File: src/rtl/theta_tracker_if.sv
// rtl/theta_tracker_if.sv - sensor input and angle outputs of the theta tracker
interface theta_tracker_if #(
    parameter int THETA_WIDTH  = 10,
    parameter int PERIOD_WIDTH = 32,
    parameter int REV_WIDTH    = 16
);
    logic                    ir_tripped;
    logic [THETA_WIDTH-1:0]  theta;
    logic                    theta_valid;
    logic                    theta_step;
    logic [PERIOD_WIDTH-1:0] period_out;
    logic [REV_WIDTH-1:0]    rev_count;

    modport master (
        input  ir_tripped,
        output theta, theta_valid, theta_step, period_out, rev_count
    );

    modport slave (
        output ir_tripped,
        input  theta, theta_valid, theta_step, period_out, rev_count
    );
endinterface

File: src/rtl/theta_tracker.sv
// rtl/theta_tracker.sv - IR index pulses to uniform theta index via DDA; PERIOD_AVG_EN averages the period in TRACK
module theta_tracker #(
    parameter int ROTATIONAL_RES = 1024,
    parameter int PERIOD_WIDTH   = 32,
    parameter int MIN_PERIOD     = 4096,
    parameter int STALL_CYCLES   = 2**24,
    parameter int SYNC_STAGES    = 2,
    parameter int REV_WIDTH      = 16
) (
    input  logic            clk_in,
    input  logic            rst_in,
    theta_tracker_if.master bus
);
    localparam int THETA_WIDTH = $clog2(ROTATIONAL_RES);
    localparam logic [PERIOD_WIDTH-1:0] MIN_P     = PERIOD_WIDTH'(MIN_PERIOD);
    localparam logic [PERIOD_WIDTH-1:0] STALL_P   = PERIOD_WIDTH'(STALL_CYCLES);
    localparam logic [PERIOD_WIDTH:0]   RES_EXT   = (PERIOD_WIDTH+1)'(ROTATIONAL_RES);
    localparam logic [THETA_WIDTH-1:0]  THETA_MAX = THETA_WIDTH'(ROTATIONAL_RES - 1);

    typedef enum logic [1:0] {IDLE, ACQUIRE, TRACK} state_t;

    state_t                  state_q, state_d;
    logic [SYNC_STAGES-1:0]  sync_q;
    logic                    sync_prev_q;
    logic [PERIOD_WIDTH-1:0] cnt_q, cnt_d;
    logic [PERIOD_WIDTH-1:0] acc_q, acc_d;
    logic [PERIOD_WIDTH-1:0] period_q, period_d;
    logic [THETA_WIDTH-1:0]  theta_q, theta_d;
    logic [REV_WIDTH-1:0]    rev_q, rev_d;
    logic                    theta_step_q;

    logic                    rise;
    logic                    accepted;
    logic                    stall;
    logic [PERIOD_WIDTH:0]   acc_sum;
`ifdef PERIOD_AVG_EN
    logic [PERIOD_WIDTH:0]   period_sum;
    assign period_sum = {1'b0, period_q} + {1'b0, cnt_q};
`endif

    // Rise is judged against the last synchronised level, not the raw pin.
    assign rise     = sync_q[SYNC_STAGES-1] & ~sync_prev_q;
    // In IDLE there is no interval yet, so any rise starts acquisition.
    assign accepted = rise & ((state_q == IDLE) | (cnt_q >= MIN_P));
    assign stall    = (state_q != IDLE) & (cnt_q == STALL_P);
    // One extra bit keeps acc + RES from wrapping before the compare.
    assign acc_sum  = {1'b0, acc_q} + RES_EXT;

    // Metastability chain and edge-detect history for the sensor pin.
    always_ff @(posedge clk_in) begin
        if (!rst_in) begin
            sync_q      <= '0;
            sync_prev_q <= 1'b0;
        end else begin
            sync_q      <= {sync_q[SYNC_STAGES-2:0], bus.ir_tripped};
            sync_prev_q <= sync_q[SYNC_STAGES-1];
        end
    end

    // Next state: stall beats an accepted edge, which beats a DDA step.
    always_comb begin
        state_d  = state_q;
        cnt_d    = (&cnt_q) ? cnt_q : cnt_q + 1'b1;
        acc_d    = acc_q;
        period_d = period_q;
        theta_d  = theta_q;
        rev_d    = rev_q;
        case (state_q)
            IDLE: begin
                theta_d = '0;
                if (accepted) begin
                    state_d = ACQUIRE;
                    cnt_d   = PERIOD_WIDTH'(1);
                end
            end
            ACQUIRE: begin
                if (stall) begin
                    state_d = IDLE;
                end else if (accepted) begin
                    state_d  = TRACK;
                    cnt_d    = PERIOD_WIDTH'(1);
                    period_d = cnt_q;
                    theta_d  = '0;
                    acc_d    = '0;
                end
            end
            TRACK: begin
                if (stall) begin
                    state_d = IDLE;
                    theta_d = '0;
                end else if (accepted) begin
                    cnt_d    = PERIOD_WIDTH'(1);
`ifdef PERIOD_AVG_EN
                    period_d = PERIOD_WIDTH'(period_sum >> 1);
`else
                    period_d = cnt_q;
`endif
                    theta_d  = '0;
                    acc_d    = '0;
                    rev_d    = rev_q + 1'b1;
                end else if (acc_sum >= {1'b0, period_q}) begin
                    acc_d = PERIOD_WIDTH'(acc_sum - {1'b0, period_q});
                    // A slower revolution parks theta at the last index until resync.
                    if (theta_q != THETA_MAX) begin
                        theta_d = theta_q + 1'b1;
                    end
                end else begin
                    acc_d = PERIOD_WIDTH'(acc_sum);
                end
            end
            default: begin
                state_d = IDLE;
                theta_d = '0;
            end
        endcase
    end

    // Tracker state registers; the step strobe lands with the new theta value.
    always_ff @(posedge clk_in) begin
        if (!rst_in) begin
            state_q      <= IDLE;
            cnt_q        <= '0;
            acc_q        <= '0;
            period_q     <= '0;
            theta_q      <= '0;
            rev_q        <= '0;
            theta_step_q <= 1'b0;
        end else begin
            state_q      <= state_d;
            cnt_q        <= cnt_d;
            acc_q        <= acc_d;
            period_q     <= period_d;
            theta_q      <= theta_d;
            rev_q        <= rev_d;
            theta_step_q <= (theta_d != theta_q);
        end
    end

    assign bus.theta       = theta_q;
    assign bus.theta_valid = (state_q == TRACK);
    assign bus.theta_step  = theta_step_q;
    assign bus.period_out  = period_q;
    assign bus.rev_count   = rev_q;
endmodule
File: src/flat_wrapper.sv
// flat-port wrapper written by rule: the top's interface ports become plain ports
module theta_tracker_flat 
#(
    parameter int ROTATIONAL_RES = 1024,
    parameter int PERIOD_WIDTH   = 32,
    parameter int MIN_PERIOD     = 4096,
    parameter int STALL_CYCLES   = 2**24,
    parameter int SYNC_STAGES    = 2,
    parameter int REV_WIDTH      = 16
)
  (clk_in, rst_in, bus_ir_tripped, bus_theta, bus_theta_valid, bus_theta_step, bus_period_out, bus_rev_count);
  theta_tracker_if #(.PERIOD_WIDTH(PERIOD_WIDTH), .REV_WIDTH(REV_WIDTH)) bus_i ();
  input  logic clk_in;
  input  logic rst_in;
  input wire logic [$bits(bus_i.ir_tripped)-1:0] bus_ir_tripped;
  output wire logic [$bits(bus_i.theta)-1:0] bus_theta;
  output wire logic [$bits(bus_i.theta_valid)-1:0] bus_theta_valid;
  output wire logic [$bits(bus_i.theta_step)-1:0] bus_theta_step;
  output wire logic [$bits(bus_i.period_out)-1:0] bus_period_out;
  output wire logic [$bits(bus_i.rev_count)-1:0] bus_rev_count;
  assign bus_i.ir_tripped = bus_ir_tripped;
  assign bus_theta = bus_i.theta;
  assign bus_theta_valid = bus_i.theta_valid;
  assign bus_theta_step = bus_i.theta_step;
  assign bus_period_out = bus_i.period_out;
  assign bus_rev_count = bus_i.rev_count;
  theta_tracker #(.ROTATIONAL_RES(ROTATIONAL_RES), .PERIOD_WIDTH(PERIOD_WIDTH), .MIN_PERIOD(MIN_PERIOD), .STALL_CYCLES(STALL_CYCLES), .SYNC_STAGES(SYNC_STAGES), .REV_WIDTH(REV_WIDTH)) u_core (.clk_in(clk_in), .rst_in(rst_in), .bus(bus_i));
endmodule
File: config.mk
export PLATFORM = sky130hd
export DESIGN_NAME = theta_tracker_flat
export DESIGN_NICKNAME = d
export VERILOG_FILES = /design/src/rtl/theta_tracker_if.sv /design/src/rtl/theta_tracker.sv /design/src/flat_wrapper.sv
export SDC_FILE = /design/constraint.sdc
export NUM_CORES = 1
export LEC_CHECK = 0
export ABC_CLOCK_PERIOD_IN_PS = 7250
export CELL_PAD_IN_SITES_DETAIL_PLACEMENT = 1
export CELL_PAD_IN_SITES_GLOBAL_PLACEMENT = 1
export CORE_ASPECT_RATIO = 1.4
export CORE_MARGIN = 2
export CORE_UTILIZATION = 35
export CTS_CLUSTER_SIZE = 8
export DETAILED_ROUTE_END_ITERATION = 12
export HOLD_SLACK_MARGIN = 0.15
export PLACE_DENSITY_LB_ADDON = 0.1
export REMOVE_ABC_BUFFERS = 1
export SYNTH_ARGS = -nofsm -noshare
export SYNTH_HDL_FRONTEND = slang
export SYNTH_SLANG_ARGS = --single-unit
File: constraint.sdc
create_clock -name clk_in -period 7.25 [get_ports clk_in]
set_input_delay 1.8125 -clock clk_in [delete_from_list [all_inputs] [get_ports clk_in]]
set_output_delay 1.8125 -clock clk_in [all_outputs]
set_load 0.01 [all_outputs]
==> summary.txt <==
Run status = completed
Relative slew slack = 23.3%
Cells after synthesis = 1030
First-pass GRT wire length = 41200 um
Endpoints failing setup = 0
Max clock buf depth = 2
Clk slew on worst S/H paths = 0.06 ns
Worst Max-Slew Pin Slew = 1.15 ns
Initial Util = 35.7%
R2r setup slk = 2.44 ns
Final Max Slew Viols = 0
I/O pins = 63
Pwr Density = 171 nW/um2
Min Tclk post-route = 4.81 ns
Highest Clock Rate = 208 MHz
Die Width = 132 um
Setup Buffers After CTS = 0
Crit path cell chain = ha_1 > nand3_1 > nor3_2 > nand3_1 > xnor2_1 > ha_1 > a21oi_1 > o21ai_0 > a22oi_1 > o2111ai_1 > nor3_2 > buf_4 > or2_2 > nor2_2 > a22oi_1 > nor2_1
Drc violations = 0
Die ar. = 24200 um2
#FFs+latches synth = 128
Crit path kind = register to register
Launching point of the worst reg2reg path = u_core.acc_q[10]
GPL Wtd Cong = 0.840
Root buffer cell = clkbuf_16
Total negative slack = 0 ns
Synth Flop Type = dfxtp_1
Vias per inst = 5.34
Post-synth top cells = nand2_1, dfxtp_1, a21oi_1, nor2_1, inv_1
DPL Wire Length = 19200 um
Core Rows = 65
Synth cell types = 67
Syn avg cell area = 7.81 um2
Startpoint types = register
Area share of the largest cell type after synthesis = 31.9%
Layout Nets = 1115
Vias in the first global route = 7609
Final Cycle Share = 66.3%
RSZ-0062 raised after global routing = false
Grt ovf = 0
Drt wl/cell = 18.3 um
Post-Route WL = 25400 um
Hold/Removal Path Class = register to register
Worst path bufs/invs = 1
Largest net degree at the start of global routing = 77
Initial antenna violation count = 0
Slowest cell delay on critical path = 0.63 ns
Post-synth EDFFs = 0
Count leader, synth = nand2_1
# port buffers = 62
Synth area leader = dfxtp_1
Kind of end point of the critical path = register
Clock skew = 0.0144 ns
Layout area overhead = 17.6%
Gr usage total = 21.6%
Worst Path Arrival = 5.12 ns
Hold Startpoint = u_core.sync_q[0]
Share of cells above drive strength 1 = 5.82%
Final Hold Fails = 0
Crit. Startpoint = u_core.acc_q[10]
Crit path max-delay family = simple AND/OR/NAND/NOR gates
Async SR Flop Fraction = 0%
Pre-antenna DRT Iters = 4
Final Power = 0.00161 W
PostCTS Resize Cnt = 0
Height of the chip = 183 um
Crit path max fanout = 20
Clk_lat worst skew = 0.43 ns
Largest cells by area after synthesis = dfxtp_1, nand2_1, ha_1
Post-synthesis sequential area ratio = 31.9%
TritonCTS buffer count = 17
WP data required = 7.56 ns
Initial DRC count = 256
Mapped cell area = 8040 um2
Yosys Warn Count = 0
H-tree levels = 4
Antenna cells = 0
VDD IR max = 0.000163 V
CTS tree = yes
# hold bufs at CTS = 0
Max stage delay cell, worst path = nor3_2
Max_cap viols = 0
Core area = 22500 um2
Clock sinks = 128
Leakage = 3.33 nW
Final ANT Viol Nets = 0
Vias = 7389
[worst reg2reg max path, stage by stage, from the launching register on]
cell and delay [ns]:
dfxtp_1 0.40, ha_1 0.34, nand3_1 0.16, nor3_2 0.50, nand3_1 0.17, xnor2_1 0.34, ha_1 0.36, a21oi_1 0.20
o21ai_0 0.18, a22oi_1 0.22, o2111ai_1 0.17, nor3_2 0.63, buf_4 0.39, or2_2 0.25, nor2_2 0.11, a22oi_1 0.21
nor2_1 0.05
[state kept, by name (all words and copies together), names as in the netlist]
| signal | flops |
|---|---|
| u_core.bus.theta_step | 1 |
| u_core.sync_prev_q | 1 |
| u_core.bus.theta | 10 |
| u_core.bus.rev_count | 16 |
| u_core.cnt_q | 32 |
| u_core.sync_q | 2 |
| u_core.bus.period_out | 32 |
| u_core.state_q | 2 |
| u_core.acc_q | 32 |
[report_power, final]
part / switching [W] / total (W) / internal (W)
combinational: 0.0000346 / 0.0000532 / 0.0000185
sequential: 0.00000304 / 0.000709 / 0.000706
clock: 0.000344 / 0.000852 / 0.000508
[kinds of logic after synthesis]
| kind of cell | Yosys count | synth area share, % |
|---|---|---|
| AO/OA/AOI/OAI | 243 | 19.8 |
| XOR/XNOR | 84 | 9.15 |
| adder cells (fa/ha/maj) | 42 | 6.63 |
| buffers and inverters | 100 | 5.02 |
| flip-flops | 128 | 31.9 |
| multiplexers | 7 | 0.871 |
| AND/OR/NAND/NOR | 426 | 26.6 |
[final cells by class]
class / instances / area (um2)
clock buffers: 20 / 437
clock inverters: 12 / 134
fillers: 2762 / 13100
multi-input cells: 802 / 5090
inverters: 51 / 191
repair buffers: 70 / 676
flip-flops and latches: 128 / 2560
well taps: 301 / 377
[worst paths after layout]
check,to,depth (start not counted)
max,u_core.bus.theta[1],16
min,u_core.sync_q[1],1
max reg2reg,u_core.bus.theta[1],16
min reg2reg,u_core.sync_q[1],1
[routing by layer]
layer	global-route usage [%]	share of wire [%]	up-vias
li1	-	-	3710
met1	24.7	43	3533
met2	39.4	51	114
met3	3.98	2.7	32
met4	8.43	3.0	0
met5	0	0	-
[stage by stage]
stage	worst slack, ns	instances	hold slack [ns]	cell area, um2	utilization [%]
floorplan	1.98	981	0.412	7830	-
global placement	2.54	1352	0.414	8890	39.5
detailed placement	2.49	1352	0.424	8890	39.5
CTS	2.47	1384	0.438	9460	42.0
global route	2.06	1384	0.449	9460	42.0
finish	2.44	1384	0.431	9460	42.0
[placed cells by master (no fill, tap or decap), types with 4 or more instances in the layout]
cell type	n
and2_1	27
o21ai_0	40
nor3_1	14
dfxtp_1	128
a21boi_0	40
a21o_1	11
a211oi_1	4
clkbuf_16	17
a21oi_1	69
and3_1	27
ha_1	41
o21a_1	7
mux2i_1	7
a22oi_1	13
a311oi_1	4
or3_1	12
xor2_1	35
nand3_1	49
buf_4	8
a31o_2	5
inv_1	50
o31ai_1	5
nand2_1	138
o211ai_1	9
nor2_1	66
a31oi_1	7
nand2b_1	8
xnor2_1	49
clkdlybuf4s50_1	61
and4_1	10
nor4_1	14
nand4_1	20
nor2b_1	17
o211ai_2	4
Note: power is estimated with default switching activity, not from simulation.
